==> src/rtl/scene_config_controller_pkg.sv <==
// Shared scene types: sphere word packing, scene size, SPI sync word and controller states.
package scene_config_controller_pkg;

   typedef struct packed {
      logic signed [15:0] x;
      logic signed [15:0] y;
      logic signed [15:0] z;
      logic        [7:0]  r;
      logic        [7:0]  col;
   } sphere_t;

   localparam int          SCENE_N_SPHERES = 4;
   localparam logic [63:0] SCENE_SYNC_WORD = 64'hFFFF_FFFF_FFFF_FFFF;
   localparam sphere_t     SCENE_DEFAULT_SPHERE = '{x: -16'sd100, y: -16'sd200, z: 16'sd400,
                                                    r: 8'd6, col: 8'd0};

   typedef enum logic [1:0] {
      ST_LOADING = 2'd0,
      ST_PENDING = 2'd1,
      ST_SWAP    = 2'd2
   } scene_state_t;

   function automatic int idx_width(input int n);
      return (n > 1) ? $clog2(n) : 1;
   endfunction

endpackage

==> src/rtl/scene_config_controller_bank.sv <==
// Double-buffered sphere storage: shadow write port, registered active read port, atomic bank toggle.
module scene_config_controller_bank
   import scene_config_controller_pkg::*;
#(
   parameter int      N_SPHERES      = SCENE_N_SPHERES,
   parameter sphere_t DEFAULT_SPHERE = SCENE_DEFAULT_SPHERE,
   parameter int      IW             = idx_width(SCENE_N_SPHERES)
)(
   input  logic          clk,
   input  logic          rst_n,
   input  logic          wr_en,
   input  logic [IW-1:0] wr_idx,
   input  logic [63:0]   wr_data,
   input  logic          swap,
   input  logic          rd_en,
   input  logic [IW-1:0] rd_idx,
   input  logic [3:0]    n_active,
   output logic [63:0]   rd_sphere,
   output logic          rd_valid
);

   logic              bank_sel;
   logic [63:0]       bank [2][N_SPHERES];
   logic [63:0]       rd_sphere_p1;
   logic              vld_p1;

   // Toggling the select makes the old active bank the new shadow, which is cleared in the same edge.
   always_ff @(posedge clk or negedge rst_n) begin
      if (!rst_n) begin
         bank_sel <= 1'b0;
         for (int b = 0; b < 2; b++)
            for (int i = 0; i < N_SPHERES; i++)
               bank[b][i] <= '0;
         bank[0][0] <= DEFAULT_SPHERE;
      end else if (swap) begin
         bank_sel <= ~bank_sel;
         for (int i = 0; i < N_SPHERES; i++)
            bank[bank_sel][i] <= '0;
      end else if (wr_en) begin
         bank[~bank_sel][wr_idx] <= wr_data;
      end
   end

   // Read stage p1: uses the pre-swap select, so a read on the swap cycle still sees the old scene.
   always_ff @(posedge clk or negedge rst_n) begin
      if (!rst_n) begin
         rd_sphere_p1 <= '0;
         vld_p1       <= 1'b0;
      end else begin
         vld_p1 <= rd_en;
         if (rd_en)
            rd_sphere_p1 <= (4'(rd_idx) < n_active) ? bank[bank_sel][rd_idx] : 64'h0;
      end
   end

   assign rd_sphere = rd_sphere_p1;
   assign rd_valid  = vld_p1;

endmodule

==> src/rtl/scene_config_controller.sv <==
// Scene loader: gathers SPI sphere words into the shadow bank and swaps banks only on a frame boundary.
module scene_config_controller
   import scene_config_controller_pkg::*;
#(
   parameter int          N_SPHERES      = SCENE_N_SPHERES,
   parameter logic [63:0] SYNC_WORD      = SCENE_SYNC_WORD,
   parameter sphere_t     DEFAULT_SPHERE = SCENE_DEFAULT_SPHERE,
   localparam int         IW             = idx_width(N_SPHERES)
)(
   input  logic          CLK100MHZ,
   input  logic          ck_rst_,
   input  logic          recv_dv,
   input  logic [63:0]   recv_64bit,
   output logic          recv_interrupt,
   input  logic          frame_start,
   input  logic          rd_en,
   input  logic [IW-1:0] rd_idx,
   output logic [63:0]   rd_sphere,
   output logic          rd_valid,
   output logic [3:0]    n_active,
   output logic          swap_pulse,
   output logic          overrun
);

   scene_state_t  state, state_nxt;
   logic [IW-1:0] wr_idx;
   logic          wr_en;
   logic          is_sync;

   assign is_sync = (recv_64bit == SYNC_WORD);

   always_ff @(posedge CLK100MHZ or negedge ck_rst_) begin
      if (!ck_rst_) begin
         state    <= ST_LOADING;
         wr_idx   <= '0;
         overrun  <= 1'b0;
         n_active <= 4'd1;
      end else begin
         state <= state_nxt;
         if (swap_pulse)
            wr_idx <= '0;
         else if (state == ST_LOADING && recv_dv)
            wr_idx <= is_sync ? '0 : wr_idx + IW'(1);
         if (recv_dv && !recv_interrupt)
            overrun <= 1'b1;
         if (swap_pulse)
            n_active <= 4'(N_SPHERES);
      end
   end

   // frame_start is deliberately ignored while loading so a partial scene is never shown.
   always_comb begin
      state_nxt      = state;
      recv_interrupt = 1'b0;
      swap_pulse     = 1'b0;
      wr_en          = 1'b0;
      case (state)
         ST_LOADING: begin
            recv_interrupt = 1'b1;
            wr_en          = recv_dv && !is_sync;
            if (wr_en && wr_idx == IW'(N_SPHERES - 1))
               state_nxt = ST_PENDING;
         end
         ST_PENDING: begin
            if (frame_start)
               state_nxt = ST_SWAP;
         end
         ST_SWAP: begin
            swap_pulse = 1'b1;
            state_nxt  = ST_LOADING;
         end
         default: state_nxt = ST_LOADING;
      endcase
   end

   scene_config_controller_bank #(
      .N_SPHERES      (N_SPHERES),
      .DEFAULT_SPHERE (DEFAULT_SPHERE),
      .IW             (IW)
   ) u_scene_bank (
      .clk       (CLK100MHZ),
      .rst_n     (ck_rst_),
      .wr_en     (wr_en),
      .wr_idx    (wr_idx),
      .wr_data   (recv_64bit),
      .swap      (swap_pulse),
      .rd_en     (rd_en),
      .rd_idx    (rd_idx),
      .n_active  (n_active),
      .rd_sphere (rd_sphere),
      .rd_valid  (rd_valid)
   );

endmodule
==> config.mk <==
export PLATFORM = sky130hd
export DESIGN_NAME = scene_config_controller
export DESIGN_NICKNAME = d
export VERILOG_FILES = /design/src/rtl/scene_config_controller_pkg.sv /design/src/rtl/scene_config_controller_bank.sv /design/src/rtl/scene_config_controller.sv
export SDC_FILE = /design/constraint.sdc
export NUM_CORES = 1
export LEC_CHECK = 0
export BUFFER_PORTS_ARGS = -buffer_cell sky130_fd_sc_hd__clkbuf_2
export CAP_MARGIN = 10
export CORE_ASPECT_RATIO = 1.4
export CORE_UTILIZATION = 35
export CTS_BUF_LIST = sky130_fd_sc_hd__clkbuf_8
export CTS_CLUSTER_SIZE = 24
export DETAILED_ROUTE_END_ITERATION = 10
export SLEW_MARGIN = 20
export SYNTH_ARGS = -nofsm -noshare
export SYNTH_HDL_FRONTEND = slang
export SYNTH_SLANG_ARGS = --single-unit
==> constraint.sdc <==
create_clock -name CLK100MHZ -period 2.9 [get_ports CLK100MHZ]
set_input_delay 0.58 -clock CLK100MHZ [delete_from_list [all_inputs] [get_ports CLK100MHZ]]
set_output_delay 0.58 -clock CLK100MHZ [all_outputs]
set_load 0.01 [all_outputs]
### Word-level counts from Yosys, hierarchy flattened

Cells that the tools add are included.

| storage, ports and cells | value |
|---|---|
| memory bits (writable) | 0 |
| output and inout port bits | 72 |
| latch bits | 0 |
| memories kept | 0 |
| bits in read-only memories | 0 |
| flip-flop bits (word level) | 585 |

| operators by class | value |
|---|---|
| shifts and indexed selects | 0 |
| $add $sub $neg | 1 |
| multiply operators | 0 |
| div/mod/pow operators | 0 |
| eq/ne operators | 6 |
| order comparisons | 8 |
| bitwise gates (word level) | 13 |
| muxes and demuxes | 31 |
| reductions and logical operators | 13 |

Operators by type and width:

| kind | count |
|---|---|
| AND 512 bit | 4 |
| NOT 512 bit | 4 |
| demux 256 bit (select 1 bit) | 5 |
| two-way mux 256 bit | 5 |
| two-way mux 512 bit | 2 |
| bitwise mux 512 bit | 1 |
| two-way mux 64 bit | 5 |
| two-way mux 192 bit | 1 |
| binary-select mux 64 bit (select 2 bit) | 1 |
| demux 64 bit (select 2 bit) | 1 |
| two-way mux 128 bit | 1 |
| equality test 64 bit, second input constant | 1 |
| two-way mux 2 bit | 5 |
| logical AND 1 bit | 7 |
| >= comparator 3 bit, second input constant | 2 |
| NOT 2 -> 3 bit | 2 |
| equality test 2 bit, second input constant | 2 |
| >= comparator 2 bit, second input constant | 2 |
| < comparator 2 x 1 -> 1 bit, second input constant | 2 |
| NOT 1 -> 2 bit | 2 |
| case mux 2 bit (2 select lines) | 1 |
| nonzero test 2 bit | 2 |
| < comparator 2 x 3 -> 1 bit | 1 |
| < comparator 3 x 1 -> 1 bit, second input constant | 1 |
| other kinds (9) | 12 |

### Logic depth before layout (Yosys ltp)

| logic depth | value |
|---|---|
| word-level depth | 11 |
| mapped depth | 9 |
| depth with buffers taken out | 5 |

### By module

Synthesis repeated with hierarchy kept, for this count alone.

| unflattened totals | value |
|---|---|
| cell total of the unflattened synthesis | 2,886 |
| area, all modules | 28,449.8 um^2 |

By module, submodules not included:

| module | sequential area each (um^2) | cells an instance | area each (um^2) | instances |
|---|---|---|---|---|
| scene_config_controller_bank | 14,498.9 | 2,833 | 28,001.9 | 1 |
| scene_config_controller | 176.4 | 53 | 447.9 | 1 |

### Worst setup path before layout

OpenSTA, ideal clock, no wires.

| path | value |
|---|---|
| path kind | input port to flip-flop |
| start | input port recv_64bit[19] |
| end | register u_scene_bank.bank[254] in the netlist's numbering |
| arrival time | 1.955 ns |
| setup time | 0.080 ns |
| stages | 7 |
| setup slack | 0.865 ns |
| cells stage by stage | nand4_1 -> nor4_2 -> nand4_2 -> nand4b_1 -> buf_6 -> buf_6 -> mux2i_1 |

| on the way | value |
|---|---|
| longest elaborated chain between the ends | 5 |

RTL lines:

| item | RTL line | RTL |
|---|---|---|
| from (decl) | scene_config_controller.sv:13 | `input logic [63:0] recv_64bit,` |
| equality test 64 bit | scene_config_controller.sv:30 | `assign is_sync = (recv_64bit == SYNC_WORD);` |
| logical NOT 1 bit | scene_config_controller.sv:60 | `wr_en = recv_dv && !is_sync;` |
| logical AND 1 bit | scene_config_controller.sv:60 |  |
| two-way mux 1 bit | scene_config_controller.sv:57 | `case (state)` |
| nonzero test 2 bit (no line) | n/a |  |
| to (signal, indexed assignment) | scene_config_controller_bank.sv:40 | `bank[~bank_sel][wr_idx] <= wr_data;` |
| to (decl) | scene_config_controller_bank.sv:23 | `logic [63:0] bank [2][N_SPHERES];` |

Every way passes these cells.
A chain may end at the register's enable or synchronous reset.

### Final worst setup path

| path | value |
|---|---|
| start | register state[0] |
| end | output port swap_pulse |

| on the way | value |
|---|---|
| longest elaborated chain between the ends | 2 |

RTL lines:

| item | RTL line | RTL |
|---|---|---|
| from (decl) | scene_config_controller.sv:25 | `scene_state_t state, state_nxt;` |
| from (signal assigned) | scene_config_controller.sv:39 | `state <= state_nxt;` |
| equality test 2 bit | scene_config_controller.sv:57 |  |
| two-way mux 1 bit | scene_config_controller.sv:57 |  |
| to (decl) | scene_config_controller.sv:21 | `output logic swap_pulse,` |

Every way passes these cells.

==> summary.md <==
| Metric | Value |
|---|---|
| Outcome | finished, final reports clean |
| All-Layer GR Usage | 0.200 |
| Layout cells sized above 1 | 0.222 |
| Initial Utilization | 0.354 |
| Initial antenna violation count | 3 |
| Global-route wire length before repair | 124000 µm |
| Clock root cell | clkbuf_8 |
| Slew Viols, Final | 0 |
| Comb power frac | 0.373 |
| Die Height | 337 µm |
| Crit path max fanout | 10 |
| Actual slew at the worst max-slew pin | 0.692 ns |
| Pleak | 18.3 nW |
| P_sw | 0.0120 W |
| Routability Congestion | 0.779 |
| Fin Clk Skew | 0.0278 ns |
| Endpoint class of the critical path | primary output |
| CTS tree | built |
| Hpwl dp | 53000 µm |
| DRC marker count from the first detailed-route iteration | 1256 |
| Die area | 81400 µm² |
| Clk buf depth | 3 |
| Final WL | 79100 µm |
| Vias in the first global route | 20.9k |
| RSZ-0062 raised after global routing | no |
| Number of H-tree levels | 3 |
| Sw frac | 0.347 |
| Clock buffer count from CTS | 91 |
| Maximum vdd drop | 0.443 mV |
| Final critical-path share of the clock period | 0.825 |
| Vias | 19.3k |
| Sink Count | 585 |
| Drt drc | 0 |
| Detailed-route vias per instance | 5.29 |
| Drt wl/cell | 21.7 µm |
| Mapped cell area | 28100 µm² |
| Hold-fix buffers, CTS | 1 |
| Power density cells | 1050 nW/µm² |
| Avg Cell Area, Syn | 12.0 µm² |
| Storage element area | 14700 µm² |
| Register-to-Register Path Depth | 6 |
| Worst-path clk slew | 0.06 ns |
| Clock power frac | 0.208 |
| Post-CTS repair timing setup buffer count | 0 |
| #FFs+latches synth | 585 |
| Worst-Skew Late Latency | 0.71 ns |
| Final TNS setup | 0 ns |
| Post-cts resize count | 0 |
| Maxcap violations | 0 |
| Int Power | 0.0226 W |
| Startpoint Class | flop |
| Register area share after synthesis | 0.523 |
| Max frequency | 418 MHz |
| Final Hold Fails | 0 |
| Finished Core Util | 0.417 |
| Area contributors post-synth | dfrtp_1 (50%), mux2i_1 (19%), mux4_2 (10%) |
| Worst Path Arrival | 1.81 ns |
| Synth area leader | dfrtp_1 |
| Final setup margin | 0.507 ns |
| Min-Delay Path Class | in -> reg |
| ANT nets after route | 0 |
| Number of I/O port buffers | 140 |
| Tmin final | 2.39 ns |
| Io pins | 143 |
| Core area | 79200 µm² |
| First-pass detailed-route iteration total | 5 |
| Multi-input logic area | 11900 µm² |
| Sequential share of power | 0.419 |
| CP Class | reg -> out |
| Synthesis-to-layout area growth | 17.8% |
| Chip width | 241 µm |
| Number of unique standard cell types used by synthesis | 33 |
| Yosys top cell area share | 0.495 |
| Remaining global-route overflow | 0 |
| Worst Path Required | 2.32 ns |
| FILL cells | 7443 |
| Max transition margin | 0.539 |
| Fin nets | 2600 |
| Largest net degree at the start of global routing | 99 |
| Mapped Cells | 2339 |
| Row count | 122 |
| Setup WS pre-CTS | 0.0789 ns |
| Endpoints failing setup | 0 |
| Hold path cells | 3 |
| Yosys warning total | 0 |
[metrics by stage]
step / hold slack, ns / cells / cell area (µm²) / total power, W
finish: 0.0967 / 3652 / 33100 / 0.0346
global route: 0.0950 / 3652 / 33100 / 0.0368
CTS: 0.0418 / 3651 / 33100 / 0.0350
detailed placement: 0.467 / 3485 / 31200 / 0.0276
global placement: 0.456 / 3485 / 31200 / 0.0269
floorplan: 0.284 / 2340 / 28100 / 0.0231
[synth_stat cells]
cell type and count:
buf_6 30, o22ai_1 64, o211ai_1 29, nor3_1 7, nor4_2 4, clkbuf_1 74
o31ai_1 2, buf_2 53, dfrtp_1 556, inv_1 128, a311o_1 1, nor2_1 3
o21ai_0 16, nor2b_1 14, ha_1 4, nand4_1 24, and4_1 1, o221ai_1 29
and3_1 2, buf_1 15, and2_1 2, nand4_2 1, nand2_1 514, conb_1 1
buf_4 14, nand3_1 51, mux4_2 128, mux2i_1 532, nand4b_1 4, nor3b_1 1
nand2b_1 5, dfstp_2 29, o21ai_1 1
[area by class of cell]
class                      count  area share
antenna                        1   0.0000757
clock buffer                 118      0.0491
clock inverter                47     0.00802
inverter                     128      0.0145
multi-input combinational   1441       0.360
sequential                   585       0.444
tap                         1054      0.0399
timing repair buffer         278      0.0841
[worst paths after layout]
path / from / end / slack (ns)
worst max-delay path: state[0] / swap_pulse / 0.51
worst min-delay path: frame_start / state[1] / 0.1
worst max register to register: state[0] / u_scene_bank.bank[377] / 0.69
worst min register to register: u_scene_bank.bank[472] / u_scene_bank.bank[472] / 0.47
max in group asynchronous: ck_rst_ / u_scene_bank.bank[483] / 1.58
min in group asynchronous: ck_rst_ / u_scene_bank.rd_sphere[61] / 0.41
[cell families after synthesis]
group	share of synthesized area
other	0.000134
muxes	0.292
DFF	0.523
and+or+nand+nor	0.0940
AOI/OAI and AO/OA	0.0350
adders and majority gates	0.00178
buffers and inverters	0.0542
[critical path: stages (launching register included)]
cell and delay [ns]:
dfrtp_1 0.40, nand2b_2 0.22, inv_1 0.12, buf_4 0.22
clkbuf_2 0.16
[flip-flops by register name, summed over array words and instances (netlist names)]
register                count
u_scene_bank.bank         512
u_scene_bank.rd_sphere     64
state                       2
overrun                     1
u_scene_bank.bank_sel       1
wr_idx                      2
u_scene_bank.rd_valid       1
n_active                    2
[power by group through the flow]
stage / clock [W] / sequential [W] / combinational (W)
5_1_grt: 0.00771 / 0.0150 / 0.0142
6_report: 0.00719 / 0.0145 / 0.0129
4_1_cts: 0.00739 / 0.0145 / 0.0131
3_5_place_dp: 0 / 0.0146 / 0.0131
3_3_place_gp: 0 / 0.0143 / 0.0125
2_1_floorplan: 0 / 0.0139 / 0.00911
[placed cells by master, fill, tap and decap left out, types with 2 or more instances in the layout]
cell type	netlist	routed
and2_1	2	2
and3_1	2	2
buf_12	0	82
buf_4	14	57
bufinv_16	0	2
clkbuf_2	0	136
clkbuf_8	0	118
clkinv_2	0	8
clkinvlp_4	0	3
conb_1	1	2
dfrtp_1	556	555
dfstp_2	29	29
ha_1	4	4
inv_1	128	160
inv_8	0	2
mux2i_1	532	532
mux4_2	128	128
nand2_1	514	513
nand2b_1	5	3
nand3_1	51	51
nand4_1	24	24
nand4b_1	4	4
nor2_1	3	3
nor2b_1	14	14
nor3_1	7	7
nor4_2	4	4
o211ai_1	29	29
o21ai_0	16	16
o221ai_1	29	29
o22ai_1	64	64
o31ai_1	2	2
[layer usage]
| layer | up-vias | GRT usage | part of all wire |
|---|---|---|---|
| met5 | - | 0 | 0.00034 |
| met4 | 4 | 0.0751 | 0.031 |
| met3 | 143 | 0.0325 | 0.043 |
| met2 | 491 | 0.349 | 0.51 |
| met1 | 10088 | 0.245 | 0.41 |
| li1 | 8575 | - | - |
No activity file was read; power rests on OpenSTA's default activity.
